$ cat src/rtl/inst_fetch.sv
// Instruction fetch unit placed in front of the multi-cycle rv32 core.
// Each accepted fetch issues one word-aligned read on a valid/ready request
// channel and waits for the response. The core receives a registered
// instruction with a valid flag. Misaligned PCs, bus errors and response
// timeouts all deliver NOP_INST with the fault flag set, so the core never
// consumes undefined data.
module inst_fetch #(
   parameter int unsigned TIMEOUT  = 255,
   parameter logic [31:0] NOP_INST = 32'h0000_0013
) (
   input  logic        clk,
   input  logic        rst,
   input  logic        fetch_start,
   input  logic [31:0] pc_in,
   output logic [31:0] inst_out,
   output logic        inst_valid,
   output logic        busy,
   output logic        fault,
   output logic        imem_req_valid,
   input  logic        imem_req_ready,
   output logic [31:0] imem_req_addr,
   input  logic        imem_resp_valid,
   input  logic [31:0] imem_resp_data,
   input  logic        imem_resp_err
);

   typedef enum logic [1:0] {
      IDLE  = 2'd0,
      REQ   = 2'd1,
      RESP  = 2'd2,
      DRAIN = 2'd3
   } state_e;

   // The wait counter is 8 bits wide and saturates at this limit.
   localparam logic [7:0] TIMEOUT_CNT = 8'(TIMEOUT);

   state_e      state_q, state_d;
   logic [31:0] inst_q, inst_d;
   logic        valid_q, valid_d;
   logic        fault_q, fault_d;
   logic        req_valid_q, req_valid_d;
   logic [31:0] addr_q, addr_d;
   logic [7:0]  cnt_q, cnt_d;
   logic [7:0]  cnt_inc;

   // State and output registers, synchronous active-high reset.
   always_ff @(posedge clk) begin
      // NOTE: sequential state uses non-blocking assignments so every
      // register samples the values from before the edge.
      if (rst) begin
         state_q     <= IDLE;
         inst_q      <= NOP_INST;
         valid_q     <= 1'b0;
         fault_q     <= 1'b0;
         req_valid_q <= 1'b0;
         addr_q      <= 32'h0;
         cnt_q       <= 8'h0;
      end else begin
         state_q     <= state_d;
         inst_q      <= inst_d;
         valid_q     <= valid_d;
         fault_q     <= fault_d;
         req_valid_q <= req_valid_d;
         addr_q      <= addr_d;
         cnt_q       <= cnt_d;
      end
   end

   // Saturating increment of the response wait counter.
   always_comb begin
      cnt_inc = (cnt_q == TIMEOUT_CNT) ? cnt_q : cnt_q + 8'd1;
   end

   // Next-state and next-output logic of the fetch FSM.
   always_comb begin
      // NOTE: every target gets a hold-value default first, so no path
      // through the case statement can infer a latch.
      state_d     = state_q;
      inst_d      = inst_q;
      valid_d     = valid_q;
      fault_d     = fault_q;
      req_valid_d = req_valid_q;
      addr_d      = addr_q;
      cnt_d       = cnt_q;

      unique case (state_q)
         IDLE: begin
            if (fetch_start) begin
               if (pc_in[1:0] != 2'b00) begin
                  // Misaligned: report the fault right away, no bus traffic.
                  inst_d  = NOP_INST;
                  fault_d = 1'b1;
                  valid_d = 1'b1;
               end else begin
                  valid_d     = 1'b0;
                  fault_d     = 1'b0;
                  addr_d      = pc_in;
                  req_valid_d = 1'b1;
                  state_d     = REQ;
               end
            end
         end

         REQ: begin
            // The address stays stable until the memory accepts it.
            if (imem_req_ready) begin
               req_valid_d = 1'b0;
               cnt_d       = 8'h0;
               state_d     = RESP;
            end
         end

         RESP: begin
            cnt_d = cnt_inc;
            if (imem_resp_valid) begin
               inst_d  = imem_resp_err ? NOP_INST : imem_resp_data;
               fault_d = imem_resp_err;
               valid_d = 1'b1;
               state_d = IDLE;
            end else if (cnt_inc == TIMEOUT_CNT) begin
               inst_d  = NOP_INST;
               fault_d = 1'b1;
               valid_d = 1'b1;
               state_d = DRAIN;
            end
         end

         DRAIN: begin
            // The timed-out read is still outstanding: swallow its answer.
            if (imem_resp_valid) begin
               state_d = IDLE;
            end
         end

         default: state_d = IDLE;
      endcase
   end

   assign inst_out       = inst_q;
   assign inst_valid     = valid_q;
   assign fault          = fault_q;
   assign imem_req_valid = req_valid_q;
   assign imem_req_addr  = addr_q;
   assign busy           = (state_q != IDLE);

endmodule

$ cat config.mk
export PLATFORM = sky130hd
export DESIGN_NAME = inst_fetch
export DESIGN_NICKNAME = d
export VERILOG_FILES = /design/src/rtl/inst_fetch.sv
export SDC_FILE = /design/constraint.sdc
export NUM_CORES = 1
export LEC_CHECK = 0
export CAP_MARGIN = 20
export CELL_PAD_IN_SITES_DETAIL_PLACEMENT = 1
export CELL_PAD_IN_SITES_GLOBAL_PLACEMENT = 1
export CORE_ASPECT_RATIO = 0.9
export CORE_MARGIN = 2
export CORE_UTILIZATION = 26
export DETAILED_ROUTE_END_ITERATION = 7
export GPL_TIMING_DRIVEN = 0
export PLACE_DENSITY_LB_ADDON = 0.25
export SLEW_MARGIN = 20
export SYNTH_ARGS = -nofsm -noshare
export SYNTH_HDL_FRONTEND = slang
export SYNTH_SLANG_ARGS = --single-unit
export TNS_END_PERCENT = 1
$ cat constraint.sdc
create_clock -name clk -period 1.8 [get_ports clk]
set_input_delay 0.36 -clock clk [delete_from_list [all_inputs] [get_ports clk]]
set_output_delay 0.36 -clock clk [all_outputs]
set_load 0.01 [all_outputs]
==> results of run 1 <==
## layout make-up
class | count | area (um^2)
clock buffers | 12 | 268
well taps | 152 | 190
plain buffers | 23 | 150
clock inverters | 4 | 76.3
multi-input cells | 214 | 1260
flip-flops and latches | 77 | 1550
fillers | 1278 | 5990
repair buffers | 140 | 1390
inverters | 6 | 22.5
## report_power, final
group | total, mW | leakage (nW) | internal, mW | switching (mW)
Combinational | 0.389 | 1.01 | 0.233 | 0.156
Clock | 2.06 | 0.165 | 1.34 | 0.715
Sequential | 1.75 | 0.625 | 1.73 | 0.0173
Total | 4.20 | 1.80 | 3.31 | 0.888
## worst register-to-register path, cell delays in order, from the launching register on
cell and delay, ps:
dfxtp_4 380, ha_4 170, nand4_1 170, nor3_2 180, o211ai_1 140, o32ai_4 290
a21oi_4 140, buf_6 170, a22o_1 190
## worst max-delay path by stage
stage	depth (start not counted)	from	endpoint
after CTS	8	cnt_q[0]	inst_out[17]
final	8	cnt_q[0]	inst_out[30]
after floorplan	8	cnt_q[1]	inst_out[12]
after detailed placement	7	pc_in[0]	imem_req_addr[11]
after global routing	8	cnt_q[0]	inst_out[30]
after global placement	4	rst	cnt_q[1]
## sequential cells by signal, indices dropped and copies added, names as in the netlist
| signal | flops |
|---|---|
| imem_req_addr | 32 |
| inst_valid | 1 |
| imem_req_valid | 1 |
| cnt_q | 8 |
| state_q | 2 |
| inst_out | 32 |
| fault | 1 |
## per-stage QoR
step / cell area, um^2 / power (mW) / util / cells
finish: 4910 / 4.20 / 0.451 / 628
global route: 4910 / 4.36 / 0.451 / 628
CTS: 4910 / 4.27 / 0.450 / 628
detailed placement: 4530 / 2.18 / 0.415 / 609
global placement: 4530 / 2.17 / 0.415 / 609
floorplan: 2960 / 1.92 / - / 320
## cells in the final DEF (no fill, tap or decap), types with 2 or more instances in the layout
cell type	count
a21oi_2	6
a31oi_1	2
or2_2	2
a211oi_1	3
a21oi_1	40
dfxtp_1	74
inv_1	6
nor4_1	3
nor2_1	10
dfxtp_4	2
nor3b_1	2
nand2b_1	3
and3_1	2
clkbuf_2	7
o211ai_1	2
clkbuf_16	10
nand3_1	4
nor3_1	6
o21ai_0	4
buf_4	5
nor2b_1	3
buf_6	5
clkdlybuf4s50_1	136
bufinv_16	2
clkbuf_1	8
a22o_1	29
nor3_2	2
nand2_1	70
## routing by layer
| layer | vias to the layer above | wire [um] | share of wire | global-route usage |
|---|---|---|---|---|
| li1 | 1417 | - | - | - |
| met1 | 1336 | 3850 | 0.41 | 0.179 |
| met2 | 117 | 4280 | 0.46 | 0.251 |
| met3 | 14 | 975 | 0.10 | 0.0766 |
| met4 | 0 | 192 | 0.021 | 0.0774 |
| met5 | - | 0 | 0 | 0 |
## kinds of logic (layout without fill, tap and decap cells)
| logic type | count (synthesis) | count (layout) | synth area share |
|---|---|---|---|
| adder cells (fa/ha/maj) | 1 | 1 | 0.00426 |
| AO/OA/AOI/OAI | 95 | 95 | 0.228 |
| XOR/XNOR | 1 | 1 | 0.00298 |
| multiplexers | 2 | 2 | 0.00682 |
| AND/OR/NAND/NOR | 115 | 115 | 0.177 |
| flip-flops | 77 | 77 | 0.525 |
| buffers and inverters | 29 | 185 | 0.0558 |
## timing repair
item                                    CTS  global route
pin swaps                                 4             4
buffers inserted                          3             0
gates resized for setup                   8            10
hold buffers                              0             0
endpoints found under the setup margin   49            69
gates cloned                              0             0
==> results.cfg, run 1 <==
[status]
status = complete, but fails checks
violations = setup timing

[grt]
grt_max_degree = 14
grt_pass1_vias = 3206
antenna_found_initial = 0
overflow = 0
grt_pass1_wl_um = 15200
track_usage = 0.159

[yosys]
synth_top_cell_area_share = 0.525
yosys-top-cells-count = dfxtp_1, nand2_1, a21oi_1, a22o_1, clkbuf_1
ys_seq_elements = 77
seq_area_frac_synth = 0.525
ys.flop_type = dfxtp_1
yosysMostFrequentCell = dfxtp_1
async_flop_share = 0
postSynthCellCount = 320
syn_avg_cell_area_um2 = 9.17
ys.warnings.count = 0
synth_cell_types = 43
syn-num-nets = 391
synth_top_cell_by_area = dfxtp_1
synth_edf_count = 0
syn_area_um2 = 2940
ys_top_cells_by_area = dfxtp_1, nand2_1, a22o_1

[sta]
tns_ps = -3150
finalCriticalPeriod_ps = 1930
maxSlewViolCount = 0
hold_viol = 0
fin_ws_ps = -126
tightestPinTransition_ps = 508
setup_viol = 31
rsz0062_at_grt = true
worst_clock_skew_ps = 3.00
finalCritPeriodShare = 1.07
whs_ps = 452
fmax_mhz = 519
relSlewSlack = 0.661

[critical_path]
worstPathCellList = ha_4, nand4_1, nor3_2, o211ai_1, o32ai_4, a21oi_4, buf_6, a22o_1
critPathTopFamily = compound AO/OA/AOI/OAI gates
cp_num_buf_inv = 1
max_stage_delay_ps = 380
reg2reg_slack_ps = -130
path_class = register to register
critPathLaunchType = register
cp_data_arrival_time_ps = 2150
worstReg2RegEnd = inst_out[30]
worstPathMaxFanout = 10
crit_path_top_delay_cell = dfxtp_4
rr_worst_depth = 8
cp.required_ps = 2020
endpoint_kind = register
r2r_start = cnt_q[0]

[placed_design]
gp_congestion = 0.850
io_buffers = 137
dp_hpwl_um = 7050
pre_cts_ws_ps = -361

[clock_network]
cts_root_buf = clkbuf_16
cts.clk_slew.worst_paths_ps = 60
cts-htree-levels = 3
cts_tree = built
clk_path_buf_depth = 2
clk_latency_ps = 340
cts_buffers = 9
clock-sinks = 77

[die]
coreArea_um2 = 10900
fp.dieArea_um2 = 12200
initial_core_util = 0.269
die_w_um = 116
ios = 138
die_h_um = 105
rows = 36

[finish]
antenna_cells = 0
fin_nets = 542
area_growth_pct = 67.4
drive_above_1_share = 0.116

[min_path]
hp-start = imem_req_addr[24]
min_path_cells = 2
hold_path_end = imem_req_addr[24]
min_path_type = register to register

[drt]
vias = 2884
wl_per_cell_um = 14.8
drt_iter0_markers = 100
first_pass_iters = 4
remaining_drc_errors = 0
antenna_left = 0
drt-total-wl_um = 9300
via_per_inst = 4.59

[power]
ir_drop_v = 0.000546
p_leak_nw = 1.80
p_per_area_nw_per_um2 = 854

[run]
drv_cap = 0
No activity file was read; power rests on OpenSTA's default activity.
==> inputs of run 2 (changes only) <==
--- a/config.mk
+++ b/config.mk
@@ -5,7 +5,7 @@
 export SDC_FILE = /design/constraint.sdc
 export NUM_CORES = 1
 export LEC_CHECK = 0
-export CAP_MARGIN = 20
+export ABC_CLOCK_PERIOD_IN_PS = 1800
 export CELL_PAD_IN_SITES_DETAIL_PLACEMENT = 1
 export CELL_PAD_IN_SITES_GLOBAL_PLACEMENT = 1
 export CORE_ASPECT_RATIO = 0.9
==> results of run 2 <==
Same layout as run 1: the final DEF is identical, and so are final timing and power.
==> inputs of run 3 (changes only) <==
--- a/config.mk
+++ b/config.mk
@@ -12,6 +12,7 @@
 export CORE_MARGIN = 2
 export CORE_UTILIZATION = 26
 export DETAILED_ROUTE_END_ITERATION = 7
+export GPL_ROUTABILITY_DRIVEN = 0
 export GPL_TIMING_DRIVEN = 0
 export PLACE_DENSITY_LB_ADDON = 0.25
 export SLEW_MARGIN = 20
==> results of run 3 <==
Same layout as run 1: the final DEF is identical, and so are final timing and power.
